==> src/rtl/sliced_serial_adder.sv <==
// rtl/sliced_serial_adder.sv - multi-cycle sliced add/subtract unit with registered carry chain
//
// Purpose: adds or subtracts two WIDTH-bit operands SLICE bits per clock,
// carrying between slices through a register. An operation takes N = WIDTH/SLICE
// compute cycles followed by a one-cycle done pulse.
//
// Ports:
//   clk        in   system clock, rising edge
//   rst_n      in   asynchronous active-low reset
//   start      in   begin an operation (accepted when not busy)
//   operand_a  in   [WIDTH] first operand, captured on accepted start
//   operand_b  in   [WIDTH] second operand, captured on accepted start
//   carry_in   in   carry into bit 0 in add mode, ignored when subtracting
//   subtract   in   0: a+b+carry_in, 1: a-b
//   busy       out  high while slices are being processed
//   done       out  one-cycle pulse when sum/carry_out/overflow update
//   sum        out  [WIDTH] result, held until the next result lands
//   carry_out  out  carry out of the MSB (1 = no borrow when subtracting)
//   overflow   out  two's-complement signed overflow

module sliced_serial_adder #(
    parameter int WIDTH = 16,
    parameter int SLICE = 4
) (
    input  logic             clk,
    input  logic             rst_n,
    input  logic             start,
    input  logic [WIDTH-1:0] operand_a,
    input  logic [WIDTH-1:0] operand_b,
    input  logic             carry_in,
    input  logic             subtract,
    output logic             busy,
    output logic             done,
    output logic [WIDTH-1:0] sum,
    output logic             carry_out,
    output logic             overflow
);

    localparam int N     = WIDTH / SLICE;
    localparam int IDX_W = (N > 1) ? $clog2(N) : 1;

    if ((SLICE < 1) || ((WIDTH % SLICE) != 0)) begin : g_bad_slice
        $error("sliced_serial_adder: WIDTH must be a positive multiple of SLICE");
    end

    typedef enum logic [1:0] {
        S_IDLE,
        S_RUN,
        S_DONE
    } state_t;

    state_t             r_state;
    logic [WIDTH-1:0]   r_a;
    logic [WIDTH-1:0]   r_b;       // already inverted when subtracting
    logic [WIDTH-1:0]   r_res;
    logic               r_carry;
    logic [IDX_W-1:0]   r_idx;

    logic [SLICE-1:0]   w_a_sl;
    logic [SLICE-1:0]   w_b_sl;
    logic [SLICE:0]     w_sl_full;
    logic [SLICE-1:0]   w_sl_sum;
    logic               w_sl_cout;
    logic               w_msb_cin;
    logic               w_last;
    logic [WIDTH-1:0]   w_res_next;

    always_comb begin
        w_a_sl     = r_a[r_idx*SLICE +: SLICE];
        w_b_sl     = r_b[r_idx*SLICE +: SLICE];
        w_sl_full  = {1'b0, w_a_sl} + {1'b0, w_b_sl} + {{SLICE{1'b0}}, r_carry};
        w_sl_sum   = w_sl_full[SLICE-1:0];
        w_sl_cout  = w_sl_full[SLICE];
        // Carry into the MSB recovered from the MSB sum bit: s = a ^ b ^ cin.
        w_msb_cin  = w_a_sl[SLICE-1] ^ w_b_sl[SLICE-1] ^ w_sl_sum[SLICE-1];
        w_last     = (r_idx == IDX_W'(N - 1));
        w_res_next = r_res;
        w_res_next[r_idx*SLICE +: SLICE] = w_sl_sum;
    end

    always_ff @(posedge clk or negedge rst_n) begin
        if (!rst_n) begin
            r_state   <= S_IDLE;
            r_a       <= '0;
            r_b       <= '0;
            r_res     <= '0;
            r_carry   <= 1'b0;
            r_idx     <= '0;
            busy      <= 1'b0;
            done      <= 1'b0;
            sum       <= '0;
            carry_out <= 1'b0;
            overflow  <= 1'b0;
        end else begin
            done <= 1'b0;
            case (r_state)
                S_IDLE, S_DONE: begin
                    // DONE accepts start exactly like IDLE for back-to-back ops.
                    if (start) begin
                        r_a     <= operand_a;
                        r_b     <= operand_b ^ {WIDTH{subtract}};
                        r_carry <= subtract ? 1'b1 : carry_in;
                        r_res   <= '0;
                        r_idx   <= '0;
                        busy    <= 1'b1;
                        r_state <= S_RUN;
                    end else begin
                        busy    <= 1'b0;
                        r_state <= S_IDLE;
                    end
                end
                S_RUN: begin
                    r_res   <= w_res_next;
                    r_carry <= w_sl_cout;
                    if (w_last) begin
                        sum       <= w_res_next;
                        carry_out <= w_sl_cout;
                        overflow  <= w_msb_cin ^ w_sl_cout;
                        done      <= 1'b1;
                        busy      <= 1'b0;
                        r_idx     <= '0;
                        r_state   <= S_DONE;
                    end else begin
                        r_idx <= r_idx + IDX_W'(1);
                    end
                end
                default: begin
                    busy    <= 1'b0;
                    r_state <= S_IDLE;
                end
            endcase
        end
    end

endmodule

==> config.mk <==
export PLATFORM = sky130hd
export DESIGN_NAME = sliced_serial_adder
export DESIGN_NICKNAME = d
export VERILOG_FILES = /design/src/rtl/sliced_serial_adder.sv
export SDC_FILE = /design/constraint.sdc
export NUM_CORES = 1
export LEC_CHECK = 0
export ABC_AREA = 1
export CORE_UTILIZATION = 40
export CTS_CLUSTER_SIZE = 24
export DETAILED_ROUTE_END_ITERATION = 8
export HOLD_SLACK_MARGIN = 0.12
export PLACE_DENSITY_LB_ADDON = 0.15
export SKIP_LAST_GASP = 1
export SYNTH_ARGS = -nofsm -noshare
export SYNTH_HDL_FRONTEND = slang
export SYNTH_SLANG_ARGS = --single-unit
==> constraint.sdc <==
create_clock -name clk -period 4.8 [get_ports clk]
set_input_delay 0.96 -clock clk [delete_from_list [all_inputs] [get_ports clk]]
set_output_delay 0.96 -clock clk [all_outputs]
set_load 0.1 [all_outputs]
==> results.ini, run 1 <==
[placement]
io_buffers = 56
hpwlAfterDp_um = 5350
dp.cells = 533
place_congestion = 0.856

[min_path]
worstHoldPathType = reg -> reg
worstHoldPathCells = 2

[die]
start_util = 0.409
die-area_sq_mm = 0.00926
die_y_um = 96.2
ios = 57
die_w_um = 96.2
rows = 34
core_sq_mm = 0.00868

[job]
cap_violations = 0

[sta]
max_freq_ghz = 0.285
slew_viol_final = 0
layout_min_cycle_time_ns = 3.51
hold_viol_final = 0
finalCritPeriodShare = 0.730
worst-slew-pin-transition_ns = 0.974
rsz0062_at_grt = false
skew_ns = 0.00824
setup-violations-final = 0
tns_ns = 0
relSlewSlack = 0.349

[finish]
final_util = 0.511
nNetsFinal = 484
final_cells = 549
drive_gt1_frac = 0.0998
area_growth_pct = 24.8
antenna_cells = 0

[yosys]
synth_top_area_cell = dfrtp_1
synth_compound_area_frac = 0.111
yosysMostFrequentCell = nand2_1
syn_inst = 383
synth_simple_gate_area_share = 0.181
syn_area_sq_mm = 0.00355
yosys-top-cells-area = dfrtp_1, nand2_1, o21ai_0, mux2_2, xnor2_1
seq_area_frac_synth = 0.514
syn_area_per_cell_sq_um = 9.27
synthArstFlopShare = 1.00
synth-xor-area-share = 0.0444
ys_ff_latch = 73
synth_ff_type = dfrtp_1
synth_top_area_frac = 0.514
synthTopCellsByCount = nand2_1, dfrtp_1, o21ai_0, nor2_1, inv_1
ys_types = 29
synth_edf_count = 0
synth_top_family_by_area = simple AND/OR/NAND/NOR gates
ys.warnings.count = 0
synthMuxAreaShare = 0.0507
synth_fa_ha_area_frac = 0.0430
syn_nets = 431

[power_and_ir_drop]
pwr-share-seq = 0.295
swShare = 0.467
clockPowerShare = 0.189
ir_worst_vdd_uv = 289
p_leak_nw = 2.03
power_density_mw_per_mm2 = 791
p_sw_mw = 1.64
p_int_mw = 1.87
comb_power_share = 0.515

[critical_path]
arrival_ns = 3.80
crit_fanout = 25
cp-start-kind = flop
worst-setup-path-type = reg -> reg
reg2reg_slack_ns = 1.29
worst_ep_required_time_ns = 5.10
crit_path_end_kind = flop
r2r_cells = 11

[routing]
firstDrtPassIters = 4
drt_iter0_markers = 108
vias_per_cell = 4.91
route.detailed.drc = 0
wl_um = 7710
avgRoutedWirePerCell_um = 14.1
num_vias = 2693
ant_nets = 0

[clock_tree]
htree_levels = 3
root_buffer = clkbuf_8
cts_tree = done
clockBufferDepth = 2
cts.sinks = 73
clk_pin_slew_ns = 0.08
clkLatencyLatePin_ns = 0.35
post_cts_resized = 0
numCtsBuffers = 9
hold_buffers = 0
post_cts_buffers = 0

[grt]
grt_max_degree = 53
track_usage = 0.189
grt_pass1_wl_um = 13000
first_global_vias = 2692
grt.overflow.total = 0
grt_antenna_before_repair = 0

[outcome]
status = finished, final reports clean

-- cell families (layout without fill, tap and decap cells) --
kind of cell / count (synthesis) / count (layout)
adders and majority gates: 11 / 11
AOI/OAI and AO/OA: 71 / 71
muxes: 16 / 16
DFF: 73 / 73
and+or+nand+nor: 154 / 154
xor gates and xnor gates: 18 / 18
buffers and inverters: 40 / 98
-- sequential cells by signal, summed over array words and instances, names as in the netlist --
register / count
r_carry: 1
r_res: 16
busy: 1
sum: 16
carry_out: 1
overflow: 1
r_a: 16
r_idx: 2
r_b: 16
done: 1
r_state: 2
-- worst max-delay path: stages (launching register included) --
cell,delay (ns)
dfrtp_1,0.83
inv_1,0.55
o21ai_0,0.30
o22ai_1,0.12
fa_1,0.44
fa_1,0.42
xnor2_1,0.20
nor2_1,0.15
nand2_1,0.06
o21ai_0,0.24
nand2_1,0.09
nand2_1,0.06
-- cell usage in the layout, fill, tap and decap left out, drive strengths merged --
cell and instances:
o22ai 14, clkinv 2, o21bai 1, a22oi 2
inv 24, o21ai 51, buf 2, nand2 121
fa 2, ha 9, xnor2 18, dfrtp 73
clkdlybuf4s50 55, nand4 4, a21oi 1, mux2 16
o211ai 1, bufinv 4, nor2 25, o31ai 1
clkbuf 11, nand3 4
-- cell type report --
type                    instances  area [sq um]
clock inverters                 5           125
fillers                       833          4250
clock buffers                  11           151
repair buffers                 57           563
well taps                     108           135
inverters                      25           104
flip-flops and latches         73          1830
multi-input cells             270          1530
-- per-layer routing --
metal / global-route usage / part of all wire / wire (um)
met5: 0 / 0 / 0
met4: 0.0560 / 0.012 / 91
met3: 0.0434 / 0.045 / 350
met2: 0.316 / 0.48 / 3670
met1: 0.242 / 0.47 / 3610
-- worst paths after layout --
path / endpoint / startpoint
worst max-delay path: sum[6] / r_idx[0]
worst min-delay path: busy / busy
worst max register to register: sum[6] / r_idx[0]
worst min register to register: busy / busy
max in group asynchronous: r_a[3] / rst_n
min in group asynchronous: sum[4] / rst_n
-- per-stage QoR --
stage                     worst slack [ns]  hold WS [ns]  cell area [sq um]  power, mW
final                                 1.29         0.476               4430       3.50
after global routing                 0.905         0.503               4430       3.79
after CTS                             1.35         0.485               4430       3.54
after detailed placement              1.38         0.466               4160       2.87
after global placement                1.48         0.455               4160       2.84
after floorplan                       2.27         0.448               3550       2.42
-- power by group through the flow --
| stage | Clock [mW] | Combinational (mW) | Sequential [mW] |
|---|---|---|---|
| finish | 0.663 | 1.81 | 1.04 |
| global placement | 0 | 1.79 | 1.04 |
| detailed placement | 0 | 1.82 | 1.05 |
| global route | 0.705 | 2.01 | 1.07 |
| floorplan | 0 | 1.07 | 1.35 |
| CTS | 0.675 | 1.83 | 1.04 |
Power figures use the tool's default switching activity.
==> inputs of run 2 (changes only) <==
==> constraint.sdc (replaced) <==
create_clock -name clk -period 2.9 [get_ports clk]
set_input_delay 0.58 -clock clk [delete_from_list [all_inputs] [get_ports clk]]
set_output_delay 0.58 -clock clk [all_outputs]
set_load 0.1 [all_outputs]
==> run 2 against run 1 <==
Net effect: core utilization rose by 0.058 points; first-iteration DRC count is 24% lower; worst setup slack lost 0.98 ns; critical path type unchanged; clock skew fell by 0.0026 ns; largest power group unchanged; non-clock buffer count increased by 10; critical path depth fell by 2; clock power is 47% higher; largest cell class unchanged; sequential share of layout area barely moved; critical endpoint is now r_res[2]; die area unchanged.
==> results.ini, run 2 (synthesized netlist as in run 1, its figures left out) <==
[grt]
first_global_vias = 2651
grt_use_met2 = 0.290
grt_max_degree = 42
grt_pass1_wl_um = 12400
grt_antenna_before_repair = 0
grt_busiest_layer = met2
use_met3 = 0.0371
grt.overflow.total = 0
track_usage = 0.180
use_met1 = 0.229

[sta]
finalCritPeriodShare = 0.890
tns_ns = 0
slew_viol_final = 0
skew_ns = 0.00562
rsz0062_at_grt = false
max_freq_ghz = 0.387
setup-violations-final = 0
worst-slew-pin-transition_ns = 0.936
layout_min_cycle_time_ns = 2.58
hold_viol_final = 0
relSlewSlack = 0.376

[clock_tree]
cts.sinks = 73
hold_buffers = 0
cts_tree = done
numCtsBuffers = 9
post_cts_resized = 0
clk_pin_slew_ns = 0.08
htree_levels = 3
root_buffer = clkbuf_8
post_cts_buffers = 0
clkLatencyLatePin_ns = 0.35
clockBufferDepth = 2

[finish]
final_common_cell = nand2_1
antenna_cells = 0
final_cell_area_sq_mm = 0.00444
nNetsFinal = 494
nFillCells = 832
final_cell_mix = nand2_1, dfrtp_1, o21ai_0
area_growth_pct = 25.0
drive_gt1_frac = 0.162
regArea_sq_mm = 0.00183
multiInputGateArea_sq_mm = 0.00153
final_cells = 559

[critical_path]
worst_ep_required_time_ns = 3.11
r2r-end = r_res[2]
startpoint = r_idx[0]
reg2reg_slack_ns = 0.32
worst-setup-path-type = reg -> reg
crit_path_end_kind = flop
cp-start-kind = flop
cp-endpoint = r_res[2]
r2r_cells = 9
rr_startpoint = r_idx[0]
arrival_ns = 2.79
crit_fanout = 17

[placement]
io_buffers = 56
hpwlAfterDp_um = 5450
placed_area_sq_mm = 0.00419
place_congestion = 0.821
dp.cells = 543

[die]
core_sq_mm = 0.00868
start_util = 0.409
die_w_um = 96.2
ios = 57
die_y_um = 96.2
die-area_sq_mm = 0.00926
rows = 34

[routing]
vias_per_cell = 4.91
num_vias = 2744
wl_um = 7520
firstDrtPassIters = 4
ant_nets = 0
drt_iter0_markers = 82
avgRoutedWirePerCell_um = 13.5
route.detailed.drc = 0

[power_and_ir_drop]
p_leak_nw = 2.10
ir_worst_vdd_uv = 462
power_density_mw_per_mm2 = 1290
total_power_mw = 5.71

[outcome]
status = finished, final reports clean

[job]
cap_violations = 0

[min_path]
worstHoldPathType = in -> async

## run 2: cell types whose count changed in the layout (fill, tap and decap cells not counted)
cell / previous run / this run
clkbuf_1: 0 / 1
clkbuf_8: 11 / 10
buf_4: 1 / 30
clkdlybuf4s50_1: 55 / 35
clkinvlp_4: 0 / 1
bufinv_16: 4 / 3
buf_12: 0 / 1
## run 2: worst max-delay path: stages (launching register included)
cell and delay (ns):
dfrtp_1 0.39, buf_4 0.20, o21ai_0 0.18, o22ai_1 0.12
fa_1 0.45, fa_1 0.41, xnor2_1 0.31, o22ai_1 0.18
nand2_1 0.10, o21ai_0 0.11
## run 2: where the power goes
part / internal (mW) / leakage (nW) / switching (mW) / total, mW
Combinational: 0.979 / 1.04 / 2.10 / 3.08
Clock: 0.594 / 0.120 / 0.381 / 0.975
Sequential: 1.43 / 0.940 / 0.225 / 1.66
Total: 3.00 / 2.10 / 2.71 / 5.71
## run 2: worst min path at each step
stage	from	to	depth (start not counted)
final	rst_n	sum[4]	1
after global routing	rst_n	sum[4]	1
after CTS	rst_n	r_carry	1
after detailed placement	sum[9]	sum[9]	2
after global placement	sum[4]	sum[4]	2
after floorplan	rst_n	busy	0
## run 2: routing by layer
layer | wire (um) | part of all wire
met1 | 3580 | 0.48
met2 | 3510 | 0.47
met3 | 256 | 0.034
met4 | 179 | 0.024
met5 | 0 | 0
## run 2: layout make-up
class	count	area share
clock inverters	5	0.0231
inverters	25	0.0234
well taps	108	0.0304
flip-flops and latches	73	0.412
clock buffers	11	0.0319
repair buffers	67	0.135
multi-input cells	270	0.344
## run 2: stage by stage
| stage | worst slack [ns] | util | hold slack (ns) |
|---|---|---|---|
| 2_1_floorplan | 0.370 | - | 0.284 |
| 3_3_place_gp | 0.430 | 0.483 | 0.458 |
| 3_5_place_dp | 0.354 | 0.483 | 0.461 |
| 4_1_cts | 0.325 | 0.511 | 0.393 |
| 5_1_grt | 0.124 | 0.511 | 0.445 |
| 6_report | 0.318 | 0.511 | 0.365 |
==> inputs of run 3 (changes only) <==
--- a/config.mk
+++ b/config.mk
@@ -9,9 +9,8 @@
 export CORE_UTILIZATION = 40
 export CTS_CLUSTER_SIZE = 24
 export DETAILED_ROUTE_END_ITERATION = 8
-export HOLD_SLACK_MARGIN = 0.12
+export HOLD_SLACK_MARGIN = 0.08
 export PLACE_DENSITY_LB_ADDON = 0.15
-export SKIP_LAST_GASP = 1
 export SYNTH_ARGS = -nofsm -noshare
 export SYNTH_HDL_FRONTEND = slang
 export SYNTH_SLANG_ARGS = --single-unit
==> results of run 3 <==
Same layout as run 2: the final DEF is identical, and so are final timing and power.
